===== config.mk =====
export PLATFORM = sky130hd
export DESIGN_NAME = muldiv_unit
export DESIGN_NICKNAME = d
export VERILOG_FILES = /design/src/rtl/muldiv_unit.sv
export SDC_FILE = /design/constraint.sdc
export NUM_CORES = 1
export LEC_CHECK = 0
export ABC_AREA = 1
export BUFFER_PORTS_ARGS = -buffer_cell sky130_fd_sc_hd__buf_2
export CORE_UTILIZATION = 25
export CTS_CLUSTER_DIAMETER = 200
export CTS_CLUSTER_SIZE = 24
export DETAILED_ROUTE_END_ITERATION = 8
export PLACE_DENSITY = 0.49
export SYNTH_ARGS = -nofsm -noshare
export SYNTH_HDL_FRONTEND = slang
export SYNTH_SLANG_ARGS = --single-unit

===== constraint.sdc =====
create_clock -name clk -period 3.3 [get_ports clk]
set_input_delay 0.165 -clock clk [delete_from_list [all_inputs] [get_ports clk]]
set_output_delay 0.165 -clock clk [all_outputs]
set_load 0.005 [all_outputs]

===== src/rtl/muldiv_unit.sv =====
// Iterative multiply/divide unit with architectural HI/LO registers.
// Sits beside the EX-stage ALU. It runs one radix-2 step per cycle: shift-add for
// multiply and restoring division for divide. Signed operations work on operand
// magnitudes, and the signs are corrected in a single FIX cycle before HI/LO commit.
//
// Ports:
//   clk      rising-edge clock
//   rst      asynchronous reset, active-low
//   start    launch operation (sampled only while busy=0)
//   op       00 MULTU, 01 MULT, 10 DIVU, 11 DIV
//   a, b     multiplicand/dividend, multiplier/divisor
//   cancel   pipeline flush: abort any operation in flight, no commit
//   hilo_we  [1] write HI, [0] write LO from wdata (idle and no start only)
//   wdata    MTHI/MTLO data
//   busy     operation in flight (state != IDLE)
//   done     one-cycle pulse while the freshly committed HI/LO are visible
//   div0     sticky: last committed divide had a zero divisor
//   hi, lo   architectural HI/LO registers
module muldiv_unit #(
    parameter int unsigned DATA_W = 32,
    parameter int unsigned CNT_W  = 6
) (
    input  logic              clk,
    input  logic              rst,
    input  logic              start,
    input  logic [1:0]        op,
    input  logic [DATA_W-1:0] a,
    input  logic [DATA_W-1:0] b,
    input  logic              cancel,
    input  logic [1:0]        hilo_we,
    input  logic [DATA_W-1:0] wdata,
    output logic              busy,
    output logic              done,
    output logic              div0,
    output logic [DATA_W-1:0] hi,
    output logic [DATA_W-1:0] lo
);

    localparam int unsigned       PROD_W    = 2 * DATA_W;
    localparam logic [DATA_W-1:0] ZERO      = '0;
    localparam logic [DATA_W-1:0] ALL_ONES  = '1;
    localparam logic [PROD_W-1:0] PROD_ZERO = '0;
    localparam logic [CNT_W-1:0]  LAST_CNT  = CNT_W'(DATA_W - 1);
    localparam logic [CNT_W-1:0]  CNT_ONE   = CNT_W'(1);

    typedef enum logic [1:0] {
        S_IDLE = 2'd0,
        S_RUN  = 2'd1,
        S_FIX  = 2'd2,
        S_DONE = 2'd3
    } state_t;

    state_t            state;
    logic [CNT_W-1:0]  cnt;
    logic              is_div;
    logic              neg_res;   // quotient/product must be negated
    logic              neg_rem;   // remainder must be negated (negative dividend)
    logic              b_zero;
    logic [DATA_W-1:0] a_lat;     // raw dividend, committed to HI on divide by zero
    logic [DATA_W-1:0] m_op;      // multiplicand magnitude or divisor magnitude
    logic [DATA_W-1:0] acc_hi;    // partial product high half / partial remainder
    logic [DATA_W-1:0] acc_lo;    // multiplier bits then product low / dividend then quotient

    // Operand magnitudes and sign bookkeeping at launch
    logic [DATA_W-1:0] a_mag_c;
    logic [DATA_W-1:0] b_mag_c;
    logic              neg_res_c;
    logic              neg_rem_c;

    always_comb begin
        a_mag_c   = a;
        b_mag_c   = b;
        neg_res_c = 1'b0;
        neg_rem_c = 1'b0;
        if (op[0]) begin
            if (a[DATA_W-1]) a_mag_c = ZERO - a;
            if (b[DATA_W-1]) b_mag_c = ZERO - b;
            neg_res_c = a[DATA_W-1] ^ b[DATA_W-1];
            neg_rem_c = op[1] & a[DATA_W-1];
        end
    end

    // One iteration: shift-add multiply step and restoring divide step
    logic [DATA_W:0] mul_sum;
    logic [DATA_W:0] div_shift;
    logic [DATA_W:0] div_diff;

    always_comb begin
        mul_sum   = {1'b0, acc_hi} + (acc_lo[0] ? {1'b0, m_op} : {1'b0, ZERO});
        div_shift = {acc_hi, acc_lo[DATA_W-1]};
        div_diff  = div_shift - {1'b0, m_op};
    end

    // Sign correction of the raw magnitude results
    logic [PROD_W-1:0] prod_fix;
    logic [DATA_W-1:0] quo_fix;
    logic [DATA_W-1:0] rem_fix;

    always_comb begin
        prod_fix = {acc_hi, acc_lo};
        quo_fix  = acc_lo;
        rem_fix  = acc_hi;
        if (neg_res) begin
            prod_fix = PROD_ZERO - {acc_hi, acc_lo};
            quo_fix  = ZERO - acc_lo;
        end
        if (neg_rem) rem_fix = ZERO - acc_hi;
    end

    // Control FSM, datapath registers and HI/LO
    always_ff @(posedge clk or negedge rst) begin
        if (!rst) begin
            state   <= S_IDLE;
            busy    <= 1'b0;
            done    <= 1'b0;
            div0    <= 1'b0;
            hi      <= '0;
            lo      <= '0;
            cnt     <= '0;
            is_div  <= 1'b0;
            neg_res <= 1'b0;
            neg_rem <= 1'b0;
            b_zero  <= 1'b0;
            a_lat   <= '0;
            m_op    <= '0;
            acc_hi  <= '0;
            acc_lo  <= '0;
        end else begin
            done <= 1'b0;

            // MTHI/MTLO only while idle with no launch; independent of cancel
            if (!busy && !start) begin
                if (hilo_we[1]) hi <= wdata;
                if (hilo_we[0]) lo <= wdata;
            end

            if (cancel) begin
                state <= S_IDLE;
                busy  <= 1'b0;
            end else begin
                unique case (state)
                    S_IDLE: begin
                        if (start) begin
                            state   <= S_RUN;
                            busy    <= 1'b1;
                            cnt     <= '0;
                            is_div  <= op[1];
                            neg_res <= neg_res_c;
                            neg_rem <= neg_rem_c;
                            b_zero  <= (b == ZERO);
                            a_lat   <= a;
                            acc_hi  <= '0;
                            if (op[1]) begin
                                acc_lo <= a_mag_c;
                                m_op   <= b_mag_c;
                            end else begin
                                acc_lo <= b_mag_c;
                                m_op   <= a_mag_c;
                            end
                        end
                    end

                    S_RUN: begin
                        if (is_div) begin
                            // Keep the difference only when it did not go negative
                            if (!div_diff[DATA_W]) acc_hi <= div_diff[DATA_W-1:0];
                            else                   acc_hi <= div_shift[DATA_W-1:0];
                            acc_lo <= {acc_lo[DATA_W-2:0], ~div_diff[DATA_W]};
                        end else begin
                            {acc_hi, acc_lo} <= {mul_sum, acc_lo[DATA_W-1:1]};
                        end
                        if (cnt == LAST_CNT) state <= S_FIX;
                        else                 cnt   <= cnt + CNT_ONE;
                    end

                    S_FIX: begin
                        state <= S_DONE;
                        done  <= 1'b1;
                        if (is_div) begin
                            if (b_zero) begin
                                lo   <= ALL_ONES;
                                hi   <= a_lat;
                                div0 <= 1'b1;
                            end else begin
                                lo   <= quo_fix;
                                hi   <= rem_fix;
                                div0 <= 1'b0;
                            end
                        end else begin
                            {hi, lo} <= prod_fix;
                        end
                    end

                    S_DONE: begin
                        state <= S_IDLE;
                        busy  <= 1'b0;
                    end

                    default: begin
                        state <= S_IDLE;
                        busy  <= 1'b0;
                    end
                endcase
            end
        end
    end

endmodule


==> After elaboration in Yosys (flattened, before gate mapping) <==
Index checks and enable logic that the tools add are counted.
{ "op_classes": {"n_addsub": 8, "eq_ne": 8, "muxes": 44, "n_bitwise": 4, "n_reduce_logical": 13} }
{ "ops": {"columns": ["operator", "n"], "rows": [
  ["two-way mux 32 bit", 26],
  ["one-hot mux 32 bit (2 select lines)", 2],
  ["subtractor 1 x 32 -> 32 bit (first input constant)", 4],
  ["two-way mux 64 bit", 1],
  ["subtractor 1 x 64 -> 64 bit (first input constant)", 1],
  ["adder 32 x 32 -> 33 bit", 1],
  ["subtractor 33 x 32 -> 33 bit", 1],
  ["zero test 32 bit", 1],
  ["two-way mux 6 bit", 2],
  ["one-hot mux 6 bit (2 select lines)", 1],
  ["AND reduction 3 bit", 3],
  ["one-hot mux 2 bit (4 select lines)", 1],
  ["two-way mux 1 bit", 7],
  ["adder 6 x 1 -> 6 bit (second input constant)", 1],
  ["== test 6 x 5 -> 1 bit (second input constant)", 1],
  ["two-way mux 2 bit", 3],
  ["inequality test 3 bit (second input constant)", 2],
  ["== test 2 bit (second input constant)", 2],
  ["inequality test 2 bit (second input constant)", 2],
  ["AND reduction 2 bit", 2],
  ["AND reduction 4 bit", 1],
  ["nonzero test 3 bit", 1],
  ["== test 2 x 1 -> 1 bit (second input constant)", 1],
  ["zero test 1 bit", 2],
  ["7 further kinds", 8]
]} }
{ "word_totals": {"regBits": 207, "in_bits": 104, "elab_cells": 92} }

==> Depth between registers and ports, before layout <==
Gate-level depths: netlist of the first run.
{ "depth": {"ltp_word": 6, "ltp_mapped": 20} }

==> Least setup slack after synthesis of the first run <==
Ideal clock, no wire load.
{ "synth_timing": {"kind": "flip-flop to flip-flop", "start": "register acc_lo[31]", "end": "register acc_hi[13]", "setup_ns": 0.120, "arrival_time_ns": 2.152, "required_ns": 3.180, "path_slack_ns": 1.027, "path_stages_with_launch": 19, "period_less_slack_ns": 2.273, "cell_sequence": "dfrtp_1 > inv_1 > ha_1 > fa_1 > inv_1 > nand2_1 > nand2_1 > nand3_1 > nand2_2 > nand2_1 > nand2_2 > nand2_2 > nand3_1 > nand2_4 > buf_6 > nand2_1 > nand2_1 > o21ai_1 > nand2_1"} }
{ "synth_between": {"elab_chain_len": 4} }
{ "synth_lines": {"columns": ["item", "line", "source"], "rows": [
  ["start, declared", "62", "logic [DATA_W-1:0] acc_lo;"],
  ["start signal, assigned", "154", "acc_lo <= a_mag_c;"],
  ["start signal, assigned", "157", "acc_lo <= b_mag_c;"],
  ["start signal, assigned", "168", "acc_lo <= {acc_lo[DATA_W-2:0], ~div_diff[DATA_W]};"],
  ["subtractor 33 x 32 -> 33 bit", "91", "div_diff = div_shift - {1'b0, m_op};"],
  ["two-way mux 32 bit", "166", "if (!div_diff[DATA_W]) acc_hi <= div_diff[DATA_W-1:0];"],
  ["two-way mux 32 bit", "164", "if (is_div) begin"],
  ["one-hot mux 32 bit (2 select lines)", "141", "unique case (state)"],
  ["end signal, assigned", "166", null],
  ["end signal, assigned", "167", "else acc_hi <= div_shift[DATA_W-1:0];"],
  ["end signal, assigned", "170", "{acc_hi, acc_lo} <= {mul_sum, acc_lo[DATA_W-1:1]};"],
  ["end, declared", "61", "logic [DATA_W-1:0] acc_hi;"]
]} }
Every way passes these cells.
A chain may end at the register's enable or synchronous reset.

==> Worst setup path after layout of the first run <==
{ "layout_timing": {"start": "register acc_lo[0]", "end": "register acc_hi[27]"} }
{ "layout_between": {"elab_chain_len": 4} }
{ "layout_lines": {"columns": ["item", "line", "source"], "rows": [
  ["two-way mux 32 bit", "89", "mul_sum = {1'b0, acc_hi} + (acc_lo[0] ? {1'b0, m_op} : {1'b0, ZERO});"],
  ["adder 32 x 32 -> 33 bit", "89", null],
  ["two-way mux 32 bit", "164", null],
  ["one-hot mux 32 bit (2 select lines)", "141", null]
]} }
Every way passes these cells.

==> summary.md, run 1 <==
| Metric | Value |
|---|---|
| Clock buffer depth | `3` |
| Cell depth of the worst hold path | `3` |
| Die H | `285.0 um` |
| Pins Over Slew Limit | `0` |
| DR WL/cell | `21.43 um` |
| Placed cell count | `4,489` |
| Starting Density | `0.2530` |
| GRT Total Usage | `0.2334` |
| Setup Viol. Count Final | `0` |
| CP Launch Type | `flip-flop` |
| Slew at the pin closest to its max-slew limit | `0.7937 ns` |
| RSZ-0062 raised after global routing | `no` |
| I/O pins | `171` |
| Vias | `23,103` |
| CP endpoint kind | `flip-flop` |
| Status | `finished, final reports clean` |
| Non-filler cells, final | `4,547` |
| Max-cap violations | `0` |
| Min-delay src | `a[28]` |
| CTS tree | `built` |
| Port-buffer cells | `170` |
| Flop-to-flop setup slack | `0.38 ns` |
| Crit-path max FO | `13` |
| Core Util, Final | `0.2899` |
| Router iterations before antenna repair | `6` |
| Post-synthesis sequential area ratio | `0.2588` |
| Post_cts resized | `0` |
| Warnings from Yosys | `0` |
| DRC | `0` |
| Clock sink count | `207` |
| Nets | `3,674` |
| Syn_nets | `3,508` |
| Largest net degree at the start of global routing | `103` |
| GRT overflow | `0` |
| Max VDD drop | `0.4385 mV` |
| Die ar. | `0.08121 mm2` |
| Num CTS Buffers | `12` |
| Synth Instances | `3,329` |
| Number of global-route vias before repair | `21,493` |
| Die width | `285.0 um` |
| H-tree levels | `1` |
| Slew margin rel. | `0.4653` |
| Initial DRC Count | `2,439` |
| Synth-to-layout area growth | `14.58%` |
| Fin. Hold Viols | `0` |
| Setup Skew | `0.04185 ns` |
| Clk root buf | `clkbuf_16` |
| Worst path required time | `3.73 ns` |
| R2R Path Start | `acc_lo[0]` |
| Critical path arrival | `3.35 ns` |
| Pwr/cell area | `951.2 mW/mm2` |
| CTS Hold Bufs | `40` |
| Drt total wl | `97,460 um` |
| Maximum clock rate | `342.7 MHz` |
| Reg2reg path depth | `17` |
| Share of layout cells above drive strength 1 | `0.09439` |
| Placer Congestion | `0.9776` |
| EDFF count, synth | `0` |
| DRT antenna net count | `0` |
| Top_reg_cell synth | `dfrtp_1` |
| Syn Area/Cell | `6.013 um2` |
| CTS clk-pin slew, worst paths | `0.13 ns` |
| Static Leak | `0.01177 uW` |
| Cell Area, Synth | `0.02002 mm2` |
| Synthesized flop and latch total | `207` |
| Top-area cell type share of the netlist area | `0.2588` |
| Post-route minimum period | `2.918 ns` |
| Rows | `103` |
| Core region area | `0.07913 mm2` |
| Via/cell ratio | `5.081` |
| Post-CTS Repair Setup Buffers | `0` |
| Hold Path End | `a_lat[28]` |
| WS Path Type | `flip-flop to flip-flop` |
| Worst skew pair latency | `0.54 ns` |
| Leading area contributor after synthesis | `dfrtp_1` |
| First-pass GRT wire length | `143,000 um` |
| Worst r2r dst | `acc_hi[27]` |
| Async SR Flop Fraction | `1.000` |
| Post-DP HPWL | `79,200 um` |
| Worst hold path class | `primary input to flip-flop` |
| Library cells used by synthesis | `56` |
| Initial antenna violation count | `2` |
| Post-Route Setup TNS | `0 ns` |
| Period utilisation layout | `0.8841` |
| Synth area leaders | `dfrtp_1 (26%), nand2_1 (20%), inv_1 (7.6%)` |
[worst max-delay path by stage]
stage	from	slack (ns)	depth (start not counted)	to
2_1_floorplan	acc_lo[31]	1.03	18	acc_hi[13]
3_3_place_gp	m_op[0]	0.50	16	acc_hi[8]
3_5_place_dp	m_op[0]	0.45	16	acc_hi[8]
4_1_cts	m_op[0]	0.43	16	acc_hi[8]
5_1_grt	acc_lo[0]	0.14	17	acc_hi[21]
6_report	acc_lo[0]	0.38	17	acc_hi[27]
[cells in the mapped netlist, types with 3 or more instances]
cell,number
a21o_1,4
a21oi_1,226
a22oi_1,5
a31oi_1,19
a32oi_1,28
buf_1,11
buf_2,21
buf_4,3
buf_6,6
clkbuf_1,88
clkinv_1,3
dfrtp_1,207
ha_1,73
inv_1,407
inv_2,13
mux2i_1,3
nand2_1,1069
nand2_2,13
nand2_4,3
nand3_1,251
nand3b_1,11
nand4_1,33
nor2_1,361
nor2_2,13
nor2_4,3
nor3_1,38
nor3_2,3
o211ai_1,14
o21a_1,4
o21ai_0,190
o21ai_1,19
o21ai_2,5
o21bai_1,7
o221ai_1,31
o22ai_1,6
o31ai_1,3
or2_2,8
xnor2_1,24
xor2_1,77
[cell usage in the layout (no fill, tap or decap), types with 4 or more instances in the layout]
cell type and n:
clkbuf_16 12, nor2_1 359, o21bai_1 7, buf_2 169, nand3b_1 11, o221ai_1 31
o21ai_1 19, nor2_2 15, a21oi_1 226, o21ai_2 5, nor3_1 38, o22ai_1 6
nand4_1 33, buf_4 68, o21a_1 4, a31oi_1 19, a22oi_1 5, a21o_1 4
or2_2 8, nand3_1 251, xor2_1 77, nand2_2 14, dlygate4sd3_1 42, o211ai_1 14
ha_1 73, inv_2 13, dfrtp_1 205, xnor2_1 24, o21ai_0 190, a32oi_1 28
nand2_1 1068, inv_1 406
[registers in the layout (all words and copies together) (netlist names)]
name	flops
a_lat	32
cnt	6
neg_res	1
busy	1
neg_rem	1
done	1
lo	32
div0	1
acc_hi	32
hi	32
b_zero	1
is_div	1
acc_lo	32
m_op	32
state	2
[per-layer routing]
layer  up-vias  track usage  share of wire
met2       915       0.3612           0.44
met1     10977       0.3316           0.45
met4         0      0.06310          0.030
met5         -            0              0
met3       128      0.04048          0.080
li1      11083            -              -
[cell type report]
cell class | instances | area [um2]
antenna | 1 | 2.502
clock buffer | 13 | 304.0
clock inverter | 2 | 27.53
fill | 9103 | 56190
inverter | 423 | 1589
multi-input combinational | 2570 | 12710
sequential | 207 | 5182
tap | 1050 | 1314
timing repair buffer | 281 | 1812
[power by group]
part | internal (uW) | switching (uW)
sequential | 3680 | 1400
clock | 685 | 1020
combinational | 4570 | 10500
total | 8940 | 12900
[stage by stage]
stage	power (uW)	hold slack (ns)	setup WS [ns]	cell area (um2)
after floorplan	14010	-0.1306	1.027	20020
after global placement	19830	0.2254	0.4956	22180
after detailed placement	19760	0.2327	0.4476	22180
after CTS	21560	0.002009	0.4291	22910
after global routing	23430	0.01224	0.1397	22930
final	21820	0.01300	0.3824	22940
[worst max-delay path: stages, from the launching register on]
cell,delay (ns)
dfrtp_1,0.64
nand2_1,0.09
inv_1,0.07
ha_1,0.18
inv_1,0.07
fa_1,0.42
o21ai_1,0.34
nand2_1,0.09
nand2_1,0.15
nand2_1,0.06
nand2_1,0.13
nand3_1,0.14
nand3_1,0.11
nand2_1,0.05
nor2_1,0.11
nor2_1,0.05
nand2_1,0.07
nand2_1,0.04
[kinds of logic (layout without fill, tap and decap cells)]
group | after synthesis | count (layout) | synth area share
and+or+nand+nor | 1819 | 1819 | 0.3770
AOI/OAI and AO/OA | 572 | 572 | 0.1633
buffers and inverters | 552 | 719 | 0.1076
DFF | 207 | 207 | 0.2588
xor gates and xnor gates | 101 | 101 | 0.04419
adders and majority gates | 75 | 75 | 0.04763
muxes | 3 | 3 | 0.001500
other | 0 | 1 | 0
No activity file was read; power rests on OpenSTA's default activity.
==> run 2, diff against run 1 <==
PLACE_DENSITY = not set   (was 0.49)
clock period = 2.38 ns   (was 3.3 ns; I/O delays follow)
==> run 2 against run 1 <==
- the run now ends with setup timing left
- cell area grew 17%
- final cell count rose by 8.0%
- die area stayed put
- non-clock buffer count up 357
- count of clock-buffer cells in the layout unchanged
- core utilization grew 4.9 points
- sequential share of layout area fell by 3.2 points
- setup slack got worse by 0.41 ns
- routed wire length grew 2.0%
==> summary.md, run 2 (synthesized netlist as in run 1, its figures left out) <==
| Metric | Value |
|---|---|
| Status | `finished with violations` |
| Failing checks | `setup timing` |
| Leading cell type in the layout, fill and taps excluded | `nand2_1` |
| Number of global-route vias before repair | `22,637 (+5.3%)` |
| Setup Viol. Count Final | `10 (+10)` |
| Flop-to-flop setup slack | `-0.03 ns (-0.41 ns)` |
| Clock sink count | `207 (unchanged)` |
| Slew margin rel. | `0.4454 (-0.01982)` |
| Core region area | `0.07913 mm2 (unchanged)` |
| Pins Over Slew Limit | `0 (unchanged)` |
| Design area | `0.02684 mm2 (+17%)` |
| Internal power | `16,480 uW (+84%)` |
| Vias | `24,566 (+6.3%)` |
| Rows | `103 (unchanged)` |
| Hold Path End | `lo[28]` |
| Cell seen most often among critical-path stages | `nand2_1` |
| CTS tree | `built` |
| Drt total wl | `99,380 um (+2.0%)` |
| Slew at the pin closest to its max-slew limit | `0.8231 ns (+0.02942 ns)` |
| Clk root buf | `clkbuf_16` |
| DRT antenna net count | `0 (unchanged)` |
| Max-cap violations | `0 (unchanged)` |
| Power share of the clock group | `0.066 (-0.012)` |
| Crit-path slowest cell | `dfrtp_1` |
| Fin. Hold Viols | `0 (unchanged)` |
| Period utilisation layout | `1.012 (+0.1275)` |
| Critical path arrival | `2.80 ns (-0.55 ns)` |
| Placed cell count | `4,811 (+7.2%)` |
| Core Util, Final | `0.3392 (+0.04930)` |
| Worst hold path class | `primary input to flip-flop` |
| Die ar. | `0.08121 mm2 (unchanged)` |
| Largest net degree at the start of global routing | `80 (-22%)` |
| Placer Congestion | `1.046 (+7.0%)` |
| Die width | `285.0 um (unchanged)` |
| Min-delay src | `wdata[28]` |
| I/O pins | `171 (unchanged)` |
| Num CTS Buffers | `12 (unchanged)` |
| Maximum clock rate | `415.3 MHz (+21%)` |
| Commonest non-fill, non-tap cells in the layout | `nand2_1 (1,036), inv_1 (400), buf_4 (390)` |
| GRT Total Usage | `0.2359 (+0.002481)` |
| Static Leak | `0.01365 uW (+16%)` |
| Share of layout cells above drive strength 1 | `0.2210 (+0.1266)` |
| Die H | `285.0 um (unchanged)` |
| Max VDD drop | `0.7373 mV (+68%)` |
| Pwr/cell area | `1338 mW/mm2 (+41%)` |
| Post-Route Setup TNS | `-0.1156 ns (-0.1156 ns)` |
| Initial antenna violation count | `6 (+4)` |
| Cell depth of the worst hold path | `3 (unchanged)` |
| Router iterations before antenna repair | `6 (unchanged)` |
| Synth-to-layout area growth | `34.07%` |
| CTS clk-pin slew, worst paths | `0.14 ns (about the same)` |
| Worst path required time | `2.77 ns (-0.96 ns)` |
| H-tree levels | `1 (unchanged)` |
| RSZ-0062 raised after global routing | `yes` |
| Setup Skew | `0.05072 ns (+0.008869 ns)` |
| DR WL/cell | `20.24 um (-5.6%)` |
| GRT overflow | `0 (unchanged)` |
| DRC | `0 (unchanged)` |
| Sw Share | `0.5413 (-0.04910)` |
| Met1 usage | `0.3293 (-0.002374)` |
| Initial DRC Count | `2,452 (+0.53%)` |
| Clock buffer depth | `3 (unchanged)` |
| Cell breakdown of the critical path | `buf_12 -> inv_4 -> ha_2 -> nand3_4 -> buf_4 -> nor2_1 -> nand2_1 -> nor2_2 -> nand2_1 -> nand2_1 -> a21oi_1 -> o21ai_0 -> a21oi_1` |
| Reg2reg path depth | `13 (-4)` |
| Starting Density | `0.2530 (unchanged)` |
| Seq pwr share | `0.186 (-0.047)` |
| Grt peak-use layer | `met2` |
| Worst r2r dst | `hi[30]` |
| Post-route minimum period | `2.408 ns (-0.5099 ns)` |
| Worst skew pair latency | `0.54 ns (about the same)` |
| Post-DP HPWL | `80,490 um (+1.6%)` |
| Port-buffer cells | `170 (unchanged)` |
| M3 GR Usage | `0.04240 (+0.001920)` |
| Placement Cell Area | `0.02474 mm2 (+12%)` |
| Met2 GRT Util | `0.3588 (-0.002372)` |
| Slowest cell delay on critical path | `0.43 ns (-0.21 ns)` |
| Non-filler cells, final | `4,911 (+8.0%)` |
| Min Hold Slack | `0.01499 ns (+0.001991 ns)` |
| Nets | `4,037 (+9.9%)` |
| CP Launch Type | `flip-flop` |
| P_sw | `19,440 uW (+51%)` |
| Logic pwr share | `0.748 (+0.059)` |
| Via/cell ratio | `5.002 (-1.5%)` |
| R2R Path Start | `acc_lo[0]` |
| Crit-path max FO | `33 (+20)` |
| WS Path Type | `flip-flop to flip-flop` |
| Setup ws final | `-0.02774 ns (-0.4101 ns)` |
| First-pass GRT wire length | `145,300 um (+1.7%)` |
| CP endpoint kind | `flip-flop` |
## run 2: repair_timing
action,4_1_cts,5_1_grt
endpoints found under the hold margin,136,0
pin swaps,6,20
gates cloned,4,2
buffers inserted,6,11
gates resized for setup,98,136
hold buffers,60,0
endpoints found under the setup margin,38,79
## run 2: worst max-delay path by stage
stage / cells past startpoint / startpoint / end / slack [ns]
4_1_cts: 16 / acc_lo[0] / acc_hi[22] / -0.001
5_1_grt: 18 / acc_lo[0] / acc_hi[31] / -0.23
3_5_place_dp: 13 / acc_lo[0] / acc_hi[26] / -0.34
2_1_floorplan: 18 / acc_lo[31] / acc_hi[13] / 0.11
6_report: 13 / acc_lo[0] / hi[30] / -0.03
3_3_place_gp: 13 / acc_lo[0] / acc_hi[26] / -0.39
## run 2: power groups by stage
| stage | registers [uW] | clock network (uW) | logic (uW) |
|---|---|---|---|
| CTS | 6590 | 2400 | 25200 |
| global placement | 6620 | 0 | 23900 |
| global route | 6820 | 2500 | 29100 |
| detailed placement | 6660 | 0 | 23900 |
| finish | 6670 | 2370 | 26900 |
| floorplan | 6220 | 0 | 13200 |
## run 2: area by class of cell
| class | instances | area [um2] |
|---|---|---|
| flip-flops and latches | 207 | 5200 |
| diodes | 2 | 5.005 |
| repair buffers | 638 | 4706 |
| clock buffers | 13 | 304.0 |
| clock inverters | 2 | 27.53 |
| fillers | 8762 | 52290 |
| well taps | 1050 | 1314 |
| multi-input cells | 2575 | 13680 |
| repair inverters | 1 | 7.507 |
| inverters | 423 | 1597 |
## run 2: routing by layer
layer | share of wire | up-vias | routed length [um]
li1 | - | 11821 | -
met1 | 0.44 | 11438 | 43320
met2 | 0.43 | 1116 | 42720
met3 | 0.088 | 185 | 8761
met4 | 0.046 | 6 | 4537
met5 | 0.00038 | - | 38
## run 2: stage by stage
stage | total power [uW] | worst slack (ns)
CTS | 34140 | -0.001486
global placement | 30550 | -0.3869
finish | 35920 | -0.02774
global route | 38440 | -0.2296
floorplan | 19420 | 0.1073
detailed placement | 30560 | -0.3428
## run 2: worst max-delay path, delay by kind of cell (launching register included)
family	cells	cell delay (ns)
fa+ha+maj	1	0.22
flops	1	0.43
compound gates	3	0.30
buf+inv	3	0.49
simple gates	6	0.82
